File: src/rtl/pipe_stage_reg.sv
// Two-entry pipeline stage register with a skid slot, stall/flush control and a registered in_ready.
// Optional performance counters (stall_cnt, flush_cnt) are built only when PIPE_PERF_EN is defined.
module pipe_stage_reg #(
  parameter int FIELDS = 6,
  parameter int DATA_W = 32,
  localparam int PW    = FIELDS * DATA_W
) (
  input  logic          clk,
  input  logic          reset,
  input  logic          stall,
  input  logic          flush,
  input  logic          in_valid,
  output logic          in_ready,
  input  logic [PW-1:0] in_data,
  output logic          out_valid,
  input  logic          out_ready,
  output logic [PW-1:0] out_data
`ifdef PIPE_PERF_EN
  ,
  output logic [15:0]   stall_cnt,
  output logic [15:0]   flush_cnt
`endif
);

  logic          main_v_q, main_v_d;
  logic          skid_v_q, skid_v_d;
  logic [PW-1:0] main_q, main_d;
  logic [PW-1:0] skid_q, skid_d;
  logic          in_ready_q;
  logic          in_xfer, out_xfer;

  // in_ready_q mirrors !skid_v_q, so an accepted word always has the skid slot free.
  assign in_xfer   = in_valid && in_ready_q && !stall && !flush;
  assign out_valid = main_v_q && !stall;
  assign out_xfer  = out_valid && out_ready;
  assign in_ready  = in_ready_q && !stall;
  assign out_data  = main_v_q ? main_q : '0;

  always_comb begin
    // NOTE: every next-state signal gets a default first so no path leaves it unassigned (no latch).
    main_v_d = main_v_q;
    main_d   = main_q;
    skid_v_d = skid_v_q;
    skid_d   = skid_q;
    if (flush) begin
      main_v_d = 1'b0;
      skid_v_d = 1'b0;
      main_d   = '0;
      skid_d   = '0;
    end else if (!stall) begin
      if (!main_v_q || out_xfer) begin
        if (skid_v_q) begin
          main_v_d = 1'b1;
          main_d   = skid_q;
          skid_v_d = 1'b0;
          skid_d   = '0;
        end else if (in_xfer) begin
          main_v_d = 1'b1;
          main_d   = in_data;
        end else begin
          main_v_d = 1'b0;
        end
      end else if (in_xfer) begin
        skid_v_d = 1'b1;
        skid_d   = in_data;
      end
    end
  end

  // NOTE: payload registers are reset too, because out_data must read zero while reset is high.
  always_ff @(posedge clk or posedge reset) begin
    if (reset) begin
      main_v_q   <= 1'b0;
      skid_v_q   <= 1'b0;
      main_q     <= '0;
      skid_q     <= '0;
      in_ready_q <= 1'b0;
    end else begin
      // NOTE: non-blocking assignments so every register samples pre-edge values.
      main_v_q   <= main_v_d;
      skid_v_q   <= skid_v_d;
      main_q     <= main_d;
      skid_q     <= skid_d;
      in_ready_q <= !skid_v_d;
    end
  end

`ifdef PIPE_PERF_EN
  logic stall_evt, flush_evt;
  assign stall_evt = stall || (out_valid && !out_ready);
  assign flush_evt = flush && (main_v_q || skid_v_q);

  // Both counters saturate rather than wrap.
  always_ff @(posedge clk or posedge reset) begin
    if (reset) begin
      stall_cnt <= '0;
      flush_cnt <= '0;
    end else begin
      if (stall_evt && stall_cnt != 16'hFFFF) stall_cnt <= stall_cnt + 16'd1;
      if (flush_evt && flush_cnt != 16'hFFFF) flush_cnt <= flush_cnt + 16'd1;
    end
  end
`endif

endmodule
File: config.mk
export PLATFORM = sky130hd
export DESIGN_NAME = pipe_stage_reg
export DESIGN_NICKNAME = d
export VERILOG_FILES = /design/src/rtl/pipe_stage_reg.sv
export SDC_FILE = /design/constraint.sdc
export NUM_CORES = 1
export LEC_CHECK = 0
export ABC_CLOCK_PERIOD_IN_PS = 19600
export BUFFER_PORTS_ARGS = -buffer_cell sky130_fd_sc_hd__buf_4
export CAP_MARGIN = 40
export CORE_MARGIN = 4
export CORE_UTILIZATION = 40
export DETAILED_ROUTE_END_ITERATION = 8
export SYNTH_ARGS = -nofsm -noshare
export SYNTH_HDL_FRONTEND = slang
export SYNTH_SLANG_ARGS = --single-unit
export TNS_END_PERCENT = 1
File: constraint.sdc
create_clock -name clk -period 19.6 [get_ports clk]
set_input_delay 1.96 -clock clk [delete_from_list [all_inputs] [get_ports clk]]
set_output_delay 1.96 -clock clk [all_outputs]
set_load 0.01 [all_outputs]
# After elaboration in Yosys (flattened, before gate mapping)
# Index checks and enable logic that the tools add are counted.
[op_classes] eq_ne=2 n_mux=19 reduce_logical=17
[ops] operator="2-to-1 mux 192 bit" count=10
[ops] operator="2-to-1 mux 1 bit" count=9
[ops] operator="logical AND 1 bit" count=6
[ops] operator="AND reduction 3 bit" count=2
[ops] operator="nonzero test 3 bit" count=2
[ops] operator="zero test 1 bit" count=4
[ops] operator="!= test 3 bit, second input constant" count=1
[ops] operator="!= test 2 x 1 -> 1 bit, second input constant" count=1
[ops] operator="AND reduction 2 bit" count=1
[ops] operator="nonzero test 2 bit" count=1
[ops] operator="logical OR 1 bit" count=1
[totals] ff_bits=387 elab_cells=43

# Longest topological paths before layout
[logic_depth] depth_word=8 mapped_depth=7 ltp_nobuf=3

# Worst setup path before layout
# Ideal clock, no wire load.
[synth_path] path_type="input port to output port" start="in stall" end="out in_ready" arrival_time_ns=2.580 required_time_ns=17.640 setup_slack_ns=15.060 cell_stages=3 n_path_buf=2 cell_sequence="clkbuf_1 > clkbuf_1 > nor2b_1"
[synth_via] elab_chain_len=2
[synth_rtl] element="start: declaration" line="10" rtl="input logic stall,"
[synth_rtl] element="zero test 1 bit"
[synth_rtl] element="logical AND 1 bit" line="36" rtl="assign in_ready = in_ready_q && !stall;"
[synth_rtl] element="end: declaration" line="13" rtl="output logic in_ready,"
# No other way between the ends.

# Worst setup path in the final report
[layout_path] start="reg main_v_q" end="out out_data[164]"
[layout_via] elab_chain_len=1
[layout_rtl] element="start: declaration" line="25" rtl="logic main_v_q, main_v_d;"
[layout_rtl] element="start signal: assignment" line="80" rtl="main_v_q <= main_v_d;"
[layout_rtl] element="2-to-1 mux 192 bit" line="37" rtl="assign out_data = main_v_q ? main_q : '0;"
[layout_rtl] element="end: declaration" line="17" rtl="output logic [PW-1:0] out_data"
# No other way between the ends.

==> impl_metrics.ini <==
[cts]
cts_tree = done
cts_setup_buffers = 0
hold_buffers = 0
cts_buffers = 46
h-tree-depth = 2
clk_latency_ps = 580
cts.sinks = 387
cts.clk_slew.worst_paths_ps = 60
ctsResizeCount = 0
cts_root_buf = clkbuf_16
cts_max_path_buffers = 3

[finish]
layoutNonFillerInstCount = 3611
syn_to_final_growth_pct = 20.5
fillers = 5398
final_cell_area_sq_mm = 0.0286
num-nets-final = 3006
drive_gt1_frac = 0.262
final_util = 0.491

[synth]
yosysWarnings = 0
netlist_instances = 2644
synthMuxAreaShare = 0.0911
synth_top_area_cell = dfrtp_1
ys_seq_area_frac = 0.408
synthTopCellsByArea = dfrtp_1 41%, mux2_2 9.1%, o211ai_1 6.0%, nor2b_1 5.8%, and2_1 5.1%
ys_types = 29
synth_fa_ha_area_frac = 0
synth_top_family_by_area = simple AND/OR/NAND/NOR gates
synth_xor_area_frac = 0
yosys.area_share.simple = 0.271
synth_nets = 2842
synth_area_sq_mm = 0.0237
synth_top_area_share = 0.408
synth_seq_cells = 387
syn_avg_cell_area_sq_um = 8.97
synth_compound_area_frac = 0.140

[routing]
drc = 0
final_antenna_net_count = 0
wl_met2_um = 35700
viasPerCell = 5.95
drt_iter0_markers = 1814
drt_pass1_iterations = 5
drt-total-wl_um = 78300
routed.top_layer = met5
via_count = 21500
routedWlPerCell_um = 21.7
wl_met1_um = 35000
dr_wl_met3_um = 5520

[worst_setup_path]
critPathSlowestCell = dfrtp_4
slowest_delay_ps = 790
crit_buf_inv = 3
cp-startpoint = main_v_q
cp_max_fo = 76
crit_family = buffers and inverters
crit_chain = buf_4 -> buf_16 -> and2_1 -> buf_4
critPathCaptureType = output pin
crit_required_ps = 17640
worstSetupPathType = register to output pin
cp.arrival_ps = 2660
r2r_start = main_v_q
crit_path_frequent_cell = buf_4
critPathLaunchType = register

[die]
fp-row-count = 88
die_area_sq_mm = 0.0633
die_w_um = 252
start_util = 0.407
fp.dieH_um = 252
io_pins = 392
core_area_sq_mm = 0.0582

[placement]
placement.io_buffers = 391
place_area_sq_mm = 0.0270
place_congestion = 0.794
dpl.hpwl_um = 45500
placed_cells = 3525

[pwr]
ir_drop_mv = 0.0543
p_leak_nw = 12.5
pwr_density_cell_mw_per_mm2 = 72.5

[timing]
min_period_over_period = 0.236
setup-violations-final = 0
tightestPinTransition_ps = 1210
tns_ps = 0
post-route-min-period_ps = 4620
hold_violations = 0
fin_worst_skew_ps = 17.2
max_freq_mhz = 216
relSlewSlack = 0.196
maxSlewViolCount = 0
rsz0062_at_grt = no
holdWs_ps = 515

[global_route]
grt_pass1_wl_um = 125000
grt_max_degree = 246
grt_antenna_before_repair = 5
first_global_vias = 21300
grt_use_total = 0.238
overflow = 0

[min_path]
min-delay-start = main_q[115]
hp-class = register to register

[job]
drv_cap = 0

[outcome]
status = completed
-- registers in the layout, summed over array words and instances (netlist names) --
register    count
main_q        192
skid_q        192
in_ready_q      1
main_v_q        1
skid_v_q        1
-- per-layer routing --
layer,vias up,GRT usage
li1,9847,-
met1,10700,0.347
met2,811,0.362
met3,108,0.0465
met4,4,0.0653
met5,-,0
-- cell usage after synthesis, drive strengths merged --
| cell type | instances |
|---|---|
| and3b | 2 |
| nand2b | 1 |
| nor4 | 192 |
| nand2 | 192 |
| clkbuf | 253 |
| nor2b | 220 |
| inv | 194 |
| or3 | 2 |
| a21oi | 1 |
| a211oi | 192 |
| a2bb2oi | 1 |
| o2111ai | 1 |
| nor2 | 3 |
| nand3 | 165 |
| nand4b | 1 |
| o211ai | 191 |
| a32oi | 26 |
| nor3 | 1 |
| buf | 68 |
| clkinv | 1 |
| and2 | 192 |
| a41oi | 1 |
| nand4 | 165 |
| mux2 | 192 |
| dfrtp | 387 |
-- metrics by stage --
step	setup slack (ps)	power, W
floorplan	6880	0.00107
global placement	14170	0.00118
detailed placement	14650	0.00119
CTS	14890	0.00209
global route	14740	0.00216
finish	14980	0.00207
-- logic make-up after synthesis --
| logic type | after synthesis |
|---|---|
| buffers and inverters | 516 |
| multiplexers | 192 |
| flip-flops | 387 |
| AO/OA/AOI/OAI | 413 |
| AND/OR/NAND/NOR | 1136 |
-- worst paths after layout --
check	cells past startpoint	to	slack (ps)
max	4	out_data[164]	14980
min	2	main_q[115]	520
max reg2reg	6	main_q[32]	15710
min reg2reg	2	main_q[115]	520
max in group asynchronous	8	skid_q[1]	15590
min in group asynchronous	2	main_q[129]	1270
-- layout by cell type, fill, tap and decap left out, types with 12 or more instances in the layout --
master	netlist	routed
a211oi_2	36	36
nor2b_1	220	219
a211oi_1	156	156
and2_1	192	192
nand4_1	165	165
buf_4	3	414
nand3_1	165	165
clkbuf_1	253	12
clkbuf_16	0	49
nand2_1	192	192
dfrtp_1	387	385
a32oi_1	26	26
nor4_1	192	192
mux2_2	192	192
buf_16	0	17
inv_1	194	192
o211ai_1	191	191
-- area by class of cell --
class | instances | area [sq um] | area share
multi-input combinational | 1741 | 11900 | 0.417
sequential | 387 | 9690 | 0.339
timing repair buffer | 437 | 3690 | 0.129
clock buffer | 72 | 1420 | 0.0498
tap | 765 | 957 | 0.0335
inverter | 195 | 749 | 0.0262
clock inverter | 11 | 134 | 0.00469
antenna | 3 | 7.51 | 0.000263
-- report_power, final --
| part | leakage, nW | switching, W | total, W | internal, W |
|---|---|---|---|---|
| clock | 0.771 | 0.000355 | 0.000891 | 0.000536 |
| combinational | 6.48 | 0.000194 | 0.000315 | 0.000122 |
| sequential | 5.26 | 0.0000270 | 0.000866 | 0.000839 |
-- worst reg2reg max path: stages, from the launching register on --
cell and delay, ps:
dfrtp_4 790, nor2b_4 780, buf_12 700, buf_4 700, buf_16 310, nor4_1 190
a211oi_1 300
Power figures use the tool's default switching activity.
